File: src/rtl/mem_loader_pkg.sv
// mem_loader_pkg: shared constants, FSM state encodings and helper functions
// for the byte-stream memory loader.
// Optional feature macro: MEM_LOADER_CHECKSUM_EN (enables the trailing
// checksum byte and the CHK state).
package mem_loader_pkg;

   localparam int BYTES_PER_WORD = 4;
   localparam int HDR_BYTES      = 2;

   typedef logic [2:0] state_t;

   localparam state_t ST_IDLE  = 3'd0;
   localparam state_t ST_HDR0  = 3'd1;
   localparam state_t ST_HDR1  = 3'd2;
   localparam state_t ST_DATA  = 3'd3;
   localparam state_t ST_WRITE = 3'd4;
   localparam state_t ST_CHK   = 3'd5;
   localparam state_t ST_DONE  = 3'd6;

   // States in which the loader offers byte_ready to the source.
   function automatic logic accepts_bytes(input state_t s);
      logic r;
      case (s)
         ST_HDR0, ST_HDR1, ST_DATA, ST_CHK: r = 1'b1;
         default:                           r = 1'b0;
      endcase
      return r;
   endfunction

   // Running XOR used for the optional trailing checksum.
   function automatic logic [7:0] xor_acc(input logic [7:0] acc, input logic [7:0] b);
      return acc ^ b;
   endfunction

endpackage

File: src/rtl/mem_loader_word_packer.sv
// word_packer: shifts bytes into a 32-bit word, MSB first (the first byte of a
// word ends up in [31:23+1]). word_full means the next shift completes a word.
module word_packer
   import mem_loader_pkg::*;
(
   input  logic        clk,
   input  logic        reset_n,
   input  logic        clear,
   input  logic        shift_en,
   input  logic [7:0]  byte_in,
   output logic [31:0] word,
   output logic        word_full
);

   logic [1:0] index_r;

   // Assembly register and byte index; clear restarts word alignment.
   always_ff @(posedge clk or negedge reset_n) begin
      if (!reset_n) begin
         word    <= 32'h0000_0000;
         index_r <= 2'd0;
      end else if (clear) begin
         word    <= 32'h0000_0000;
         index_r <= 2'd0;
      end else if (shift_en) begin
         word    <= {word[23:0], byte_in};
         index_r <= index_r + 2'd1;
      end else begin
         word    <= word;
         index_r <= index_r;
      end
   end

   assign word_full = (index_r == 2'(BYTES_PER_WORD - 1));

endmodule

File: src/rtl/mem_loader.sv
// mem_loader: receives COUNT_HI, COUNT_LO, then N big-endian 32-bit words over
// a valid/ready byte stream and writes them through the memory override port.
// busy holds the CPU off during a load; done releases it.
// Optional feature macro: MEM_LOADER_CHECKSUM_EN -- one trailing byte equal to
// the XOR of all data bytes is checked in a CHK state; mismatch raises error.
module mem_loader
   import mem_loader_pkg::*;
#(
   parameter int DATA_WIDTH = 32,
   parameter int ADDR_WIDTH = 9,
   parameter int START_ADDR = 0
) (
   input  logic                  clk,
   input  logic                  reset_n,
   input  logic                  start,
   input  logic                  byte_valid,
   input  logic [7:0]            byte_data,
   output logic                  byte_ready,
   output logic                  overide,
   output logic [ADDR_WIDTH-1:0] overide_address,
   output logic [DATA_WIDTH-1:0] overide_data_in,
   output logic                  busy,
   output logic                  done,
   output logic                  error,
   output logic [ADDR_WIDTH:0]   words_loaded
);

   localparam logic [16:0] MAX_WORDS = 17'd1 << ADDR_WIDTH;

   state_t                state_r, state_nxt_s;
   logic [15:0]           count_r, count_nxt_s;
   logic [7:0]            hdr_hi_r, hdr_hi_nxt_s;
   logic [ADDR_WIDTH-1:0] addr_nxt_s;
   logic [ADDR_WIDTH:0]   words_nxt_s;
   logic [ADDR_WIDTH:0]   words_inc_s;
   logic                  busy_nxt_s, done_nxt_s, error_nxt_s;
   logic                  xfer_s;
   logic [15:0]           n_s;
   logic                  pk_clear_s, pk_shift_s, pk_full_s;
   logic [31:0]           pk_word_s;
`ifdef MEM_LOADER_CHECKSUM_EN
   logic [7:0]            cks_r, cks_nxt_s;
`endif

   assign xfer_s      = byte_valid && byte_ready;
   assign n_s         = {hdr_hi_r, byte_data};
   assign words_inc_s = words_loaded + 1'b1;

   word_packer u_packer (
      .clk       (clk),
      .reset_n   (reset_n),
      .clear     (pk_clear_s),
      .shift_en  (pk_shift_s),
      .byte_in   (byte_data),
      .word      (pk_word_s),
      .word_full (pk_full_s)
   );

   // Next-state and datapath decisions for the load sequence.
   always_comb begin
      state_nxt_s  = state_r;
      count_nxt_s  = count_r;
      hdr_hi_nxt_s = hdr_hi_r;
      addr_nxt_s   = overide_address;
      words_nxt_s  = words_loaded;
      busy_nxt_s   = busy;
      done_nxt_s   = done;
      error_nxt_s  = error;
      pk_clear_s   = 1'b0;
      pk_shift_s   = 1'b0;
`ifdef MEM_LOADER_CHECKSUM_EN
      cks_nxt_s    = cks_r;
`endif
      case (state_r)
         ST_IDLE, ST_DONE: begin
            if (start) begin
               state_nxt_s = ST_HDR0;
               done_nxt_s  = 1'b0;
               error_nxt_s = 1'b0;
               words_nxt_s = '0;
               busy_nxt_s  = 1'b1;
               pk_clear_s  = 1'b1;
`ifdef MEM_LOADER_CHECKSUM_EN
               cks_nxt_s   = 8'h00;
`endif
            end else begin
               state_nxt_s = state_r;
            end
         end
         ST_HDR0: begin
            if (xfer_s) begin
               hdr_hi_nxt_s = byte_data;
               state_nxt_s  = ST_HDR1;
            end else begin
               state_nxt_s  = ST_HDR0;
            end
         end
         ST_HDR1: begin
            if (xfer_s) begin
               count_nxt_s = n_s;
               if ({1'b0, n_s} > MAX_WORDS) begin
                  error_nxt_s = 1'b1;
                  busy_nxt_s  = 1'b0;
                  done_nxt_s  = 1'b1;
                  state_nxt_s = ST_DONE;
               end else if (n_s == 16'd0) begin
`ifdef MEM_LOADER_CHECKSUM_EN
                  state_nxt_s = ST_CHK;
`else
                  busy_nxt_s  = 1'b0;
                  done_nxt_s  = 1'b1;
                  state_nxt_s = ST_DONE;
`endif
               end else begin
                  addr_nxt_s  = ADDR_WIDTH'(START_ADDR);
                  pk_clear_s  = 1'b1;
                  state_nxt_s = ST_DATA;
               end
            end else begin
               state_nxt_s = ST_HDR1;
            end
         end
         ST_DATA: begin
            if (xfer_s) begin
               pk_shift_s = 1'b1;
`ifdef MEM_LOADER_CHECKSUM_EN
               cks_nxt_s  = xor_acc(cks_r, byte_data);
`endif
               if (pk_full_s) begin
                  state_nxt_s = ST_WRITE;
               end else begin
                  state_nxt_s = ST_DATA;
               end
            end else begin
               state_nxt_s = ST_DATA;
            end
         end
         ST_WRITE: begin
            words_nxt_s = words_inc_s;
            // Address register width makes 2**ADDR_WIDTH-1 wrap to 0.
            addr_nxt_s  = overide_address + 1'b1;
            if (16'(words_inc_s) == count_r) begin
`ifdef MEM_LOADER_CHECKSUM_EN
               state_nxt_s = ST_CHK;
`else
               busy_nxt_s  = 1'b0;
               done_nxt_s  = 1'b1;
               state_nxt_s = ST_DONE;
`endif
            end else begin
               state_nxt_s = ST_DATA;
            end
         end
`ifdef MEM_LOADER_CHECKSUM_EN
         ST_CHK: begin
            if (xfer_s) begin
               error_nxt_s = (byte_data != cks_r);
               busy_nxt_s  = 1'b0;
               done_nxt_s  = 1'b1;
               state_nxt_s = ST_DONE;
            end else begin
               state_nxt_s = ST_CHK;
            end
         end
`endif
         default: begin
            state_nxt_s = ST_IDLE;
            busy_nxt_s  = 1'b0;
            done_nxt_s  = 1'b0;
         end
      endcase
   end

   // State, datapath and registered outputs; strobes are decoded from the
   // next state so overide is high exactly for the WRITE cycle.
   always_ff @(posedge clk or negedge reset_n) begin
      if (!reset_n) begin
         state_r         <= ST_IDLE;
         count_r         <= 16'h0000;
         hdr_hi_r        <= 8'h00;
         overide_address <= '0;
         words_loaded    <= '0;
         busy            <= 1'b0;
         done            <= 1'b0;
         error           <= 1'b0;
         byte_ready      <= 1'b0;
         overide         <= 1'b0;
`ifdef MEM_LOADER_CHECKSUM_EN
         cks_r           <= 8'h00;
`endif
      end else begin
         state_r         <= state_nxt_s;
         count_r         <= count_nxt_s;
         hdr_hi_r        <= hdr_hi_nxt_s;
         overide_address <= addr_nxt_s;
         words_loaded    <= words_nxt_s;
         busy            <= busy_nxt_s;
         done            <= done_nxt_s;
         error           <= error_nxt_s;
         byte_ready      <= accepts_bytes(state_nxt_s);
         overide         <= (state_nxt_s == ST_WRITE);
`ifdef MEM_LOADER_CHECKSUM_EN
         cks_r           <= cks_nxt_s;
`endif
      end
   end

   assign overide_data_in = pk_word_s;

endmodule

File: config.mk
export PLATFORM = sky130hd
export DESIGN_NAME = mem_loader
export DESIGN_NICKNAME = d
export VERILOG_FILES = /design/src/rtl/mem_loader_pkg.sv /design/src/rtl/mem_loader_word_packer.sv /design/src/rtl/mem_loader.sv
export SDC_FILE = /design/constraint.sdc
export NUM_CORES = 1
export LEC_CHECK = 0
export ABC_AREA = 1
export ABC_CLOCK_PERIOD_IN_PS = 3400
export CAP_MARGIN = 20
export CORE_MARGIN = 10
export CORE_UTILIZATION = 45
export CTS_CLUSTER_SIZE = 16
export DETAILED_ROUTE_END_ITERATION = 6
export HOLD_SLACK_MARGIN = 0.15
export PLACE_DENSITY = 0.68
export SLEW_MARGIN = 10
export SYNTH_ARGS = -nofsm -noshare
export SYNTH_HDL_FRONTEND = slang
export SYNTH_HIERARCHICAL = 1
export SYNTH_SLANG_ARGS = --single-unit
File: constraint.sdc
create_clock -name clk -period 3.4 [get_ports clk]
set_clock_uncertainty 0.15 [all_clocks]
set_input_delay 0.51 -clock clk [delete_from_list [all_inputs] [get_ports clk]]
set_output_delay 0.51 -clock clk [all_outputs]
set_load 0.01 [all_outputs]
==> flow_summary.json <==
{
  "outcome": "completed",
  "timing.final.max_slew_violations": 0,
  "syn_nets": 522,
  "post-cts-setup-buffer-count": 0,
  "clk_latency_ns": 0.35,
  "initial_utilization": 0.4654,
  "diodes": 0,
  "critPathLaunch": "byte_data[4]",
  "grt_setup_unrepaired": "no",
  "cp.arrival_ns": 2.73,
  "cts_inserted_buffers": 9,
  "die_h_um": 115.2,
  "period_needed_ns": 2.590,
  "syn_inst": 507,
  "dp_cells": 671,
  "via_per_inst": 5.160,
  "crit_type": "in -> reg",
  "antenna_found_initial": 0,
  "endpoint_kind": "register",
  "drcViolationCount": 0,
  "synthDistinctLibCells": 27,
  "syn_area_sq_um": 4079,
  "yosys_warnings": 6,
  "fin_crit_sh": 0.7619,
  "maxSlewHeadroom": 0.6394,
  "ant_nets": 0,
  "synth_edf_count": 0,
  "ir_drop_mv": 0.2965,
  "max_freq_mhz": 386.0,
  "grt_pass1_wl_mm": 17.06,
  "crit_path_max_fanout": 34,
  "ys_dominant_reg_cell": "dfrtp_1",
  "final_nets": 591,
  "dr.pass1.iters": 5,
  "clkTransAtPathRegs_ns": 0.09,
  "via_count": 3555,
  "grt_usage": 0.1546,
  "async_flop_share": 1.000,
  "ys_ff_latch": 85,
  "grt_max_degree": 86,
  "crit_path_start_kind": "primary input",
  "gp_congestion": 0.8811,
  "finalWorstSetupSlack_ns": 0.8096,
  "cts_tree": "done",
  "clock-sinks": 85,
  "avgRoutedWirePerCell_um": 14.49,
  "yosysSeqAreaShare": 0.5215,
  "wirelength_mm": 9.984,
  "areaGrowthSynthToFinish_pct": 24.85,
  "min_path_type": "reg -> reg",
  "syn_area_per_cell_sq_um": 8.045,
  "ios": 68,
  "fp.coreArea_sq_um": 8763,
  "overflow": 0,
  "worst_pin_slew_ns": 0.5401,
  "drt-initial-drc-count": 206,
  "hold_start": "done",
  "place_hpwl_mm": 7.268,
  "stdcell_count": 689,
  "fp-row-count": 34,
  "fin_util": 0.5811,
  "grt_pass1_vias": 3505,
  "reg2reg_from": "state_r[0]",
  "die_w_um": 115.2,
  "cap_violations": 0,
  "setup_tns_ns": 0,
  "cts-root-buf": "clkbuf_8",
  "port_buffers": 67,
  "die_area_sq_um": 13270,
  "place_ws_ns": 0.4854,
  "crit_required_ns": 3.54,
  "finalHoldViolations": 0,
  "drive_above_1_share": 0.07057,
  "powerDensity_nw_per_um2": 736.8,
  "cts-htree-levels": 3,
  "post_cts_resized": 0,
  "finalSetupViolations": 0,
  "leakage_nw": 2.515,
  "clk_path_buf_depth": 2
}
where the power goes:
| part | total, W | switching [W] | internal [W] |
|---|---|---|---|
| logic | 0.00139 | 0.000812 | 0.000582 |
| clock network | 0.000816 | 0.000361 | 0.000456 |
| registers | 0.00154 | 0.000237 | 0.00130 |
| total | 0.00375 | 0.00141 | 0.00234 |
what timing repair did:
action                                  CTS  global route
endpoints found under the hold margin     0            31
hold buffers                              0             1
endpoints found under the setup margin    0             0
cells in the mapped netlist, types with 2 or more instances:
master | n | share of area
a21oi_1 | 3 | 0.0037
buf_2 | 6 | 0.0074
buf_6 | 4 | 0.011
clkbuf_1 | 5 | 0.0046
dfrtp_1 | 85 | 0.52
ha_1 | 3 | 0.0092
inv_1 | 52 | 0.048
inv_2 | 2 | 0.0018
nand2_1 | 171 | 0.16
nand2_2 | 6 | 0.0092
nand3_1 | 69 | 0.085
nand3b_1 | 4 | 0.0074
nand4_1 | 5 | 0.0077
nor2_1 | 23 | 0.021
nor2_2 | 2 | 0.0031
nor2_4 | 4 | 0.011
nor3_1 | 5 | 0.0061
o21ai_0 | 36 | 0.044
o22ai_1 | 9 | 0.014
xor2_1 | 6 | 0.013
layout by cell type (no fill, tap or decap), types with 3 or more instances in the layout:
cell type / instances
o22ai_1: 9
clkdlybuf4s50_1: 66
dfrtp_1: 85
nand3_1: 69
nand2_1: 171
nor2_4: 4
nor2_2: 3
nand4_1: 5
clkbuf_8: 11
ha_1: 3
buf_4: 5
nor3_1: 5
o21ai_0: 36
nor2_1: 22
xor2_1: 6
a21oi_1: 3
nand2_2: 6
nand3b_1: 4
inv_1: 52
state kept, by name, summed over array words and instances (netlist names), 2 cells and up:
register and count:
count_r 16, state_r 3, u_packer/word 32, u_packer/index_r 2, hdr_hi_r 8, words_loaded 10, overide_address 9
worst max-delay path: stages:
cell             delay (ns)
clkdlybuf4s50_1        0.48
inv_1                  0.12
nand2_1                0.06
nor3_1                 0.31
nand4_1                0.21
nand3_2                0.18
nand2_1                0.16
inv_2                  0.45
nand3_1                0.16
nand2_1                0.11
final timing paths:
kind | to | slack, ns | cells after the start
worst max-delay path | u_packer/word[25] | 0.81 | 10
worst min-delay path | done | 0.32 | 2
min in group asynchronous | overide_address[3] | 0.48 | 2
max in group asynchronous | hdr_hi_r[4] | 2.02 | 3
worst max register to register | u_packer/word[25] | 1.15 | 8
worst min register to register | done | 0.32 | 2
kinds of logic (layout without fill, tap and decap cells):
family / after synthesis / after routing / share of synthesized area
buffers and inverters: 69 / 143 / 0.07270
flip-flops: 85 / 85 / 0.5215
adder cells (fa/ha/maj): 3 / 3 / 0.009203
AND/OR/NAND/NOR: 292 / 292 / 0.3141
multiplexers: 1 / 1 / 0.002761
XOR/XNOR: 6 / 6 / 0.01288
AO/OA/AOI/OAI: 51 / 51 / 0.06687
per-stage QoR:
stage / power [W] / cell area [sq um] / hold slack, ns
finish: 0.003752 / 5092 / 0.3246
global route: 0.004066 / 5092 / 0.3398
CTS: 0.003778 / 5055 / 0.2384
detailed placement: 0.002957 / 4821 / 0.3073
global placement: 0.002915 / 4821 / 0.2993
floorplan: 0.002402 / 4079 / 0.06441
routing by layer:
| metal | up-vias | routed length, um | track usage |
|---|---|---|---|
| li1 | 1769 | - | - |
| met1 | 1691 | 4386 | 0.2008 |
| met2 | 82 | 5022 | 0.2556 |
| met3 | 13 | 456 | 0.03073 |
| met4 | 0 | 119 | 0.04290 |
| met5 | - | 0 | 0 |
layout make-up:
cell class	count	area, sq um
Clock inverter	5	82.58
Sequential cell	85	2127
Inverter	54	202.7
Clock buffer	11	151.4
Fill cell	784	3671
Multi-Input combinational cell	353	1658
Timing Repair Buffer	73	735.7
Tap cell	108	135.1
Note: power is estimated with default switching activity, not from simulation.
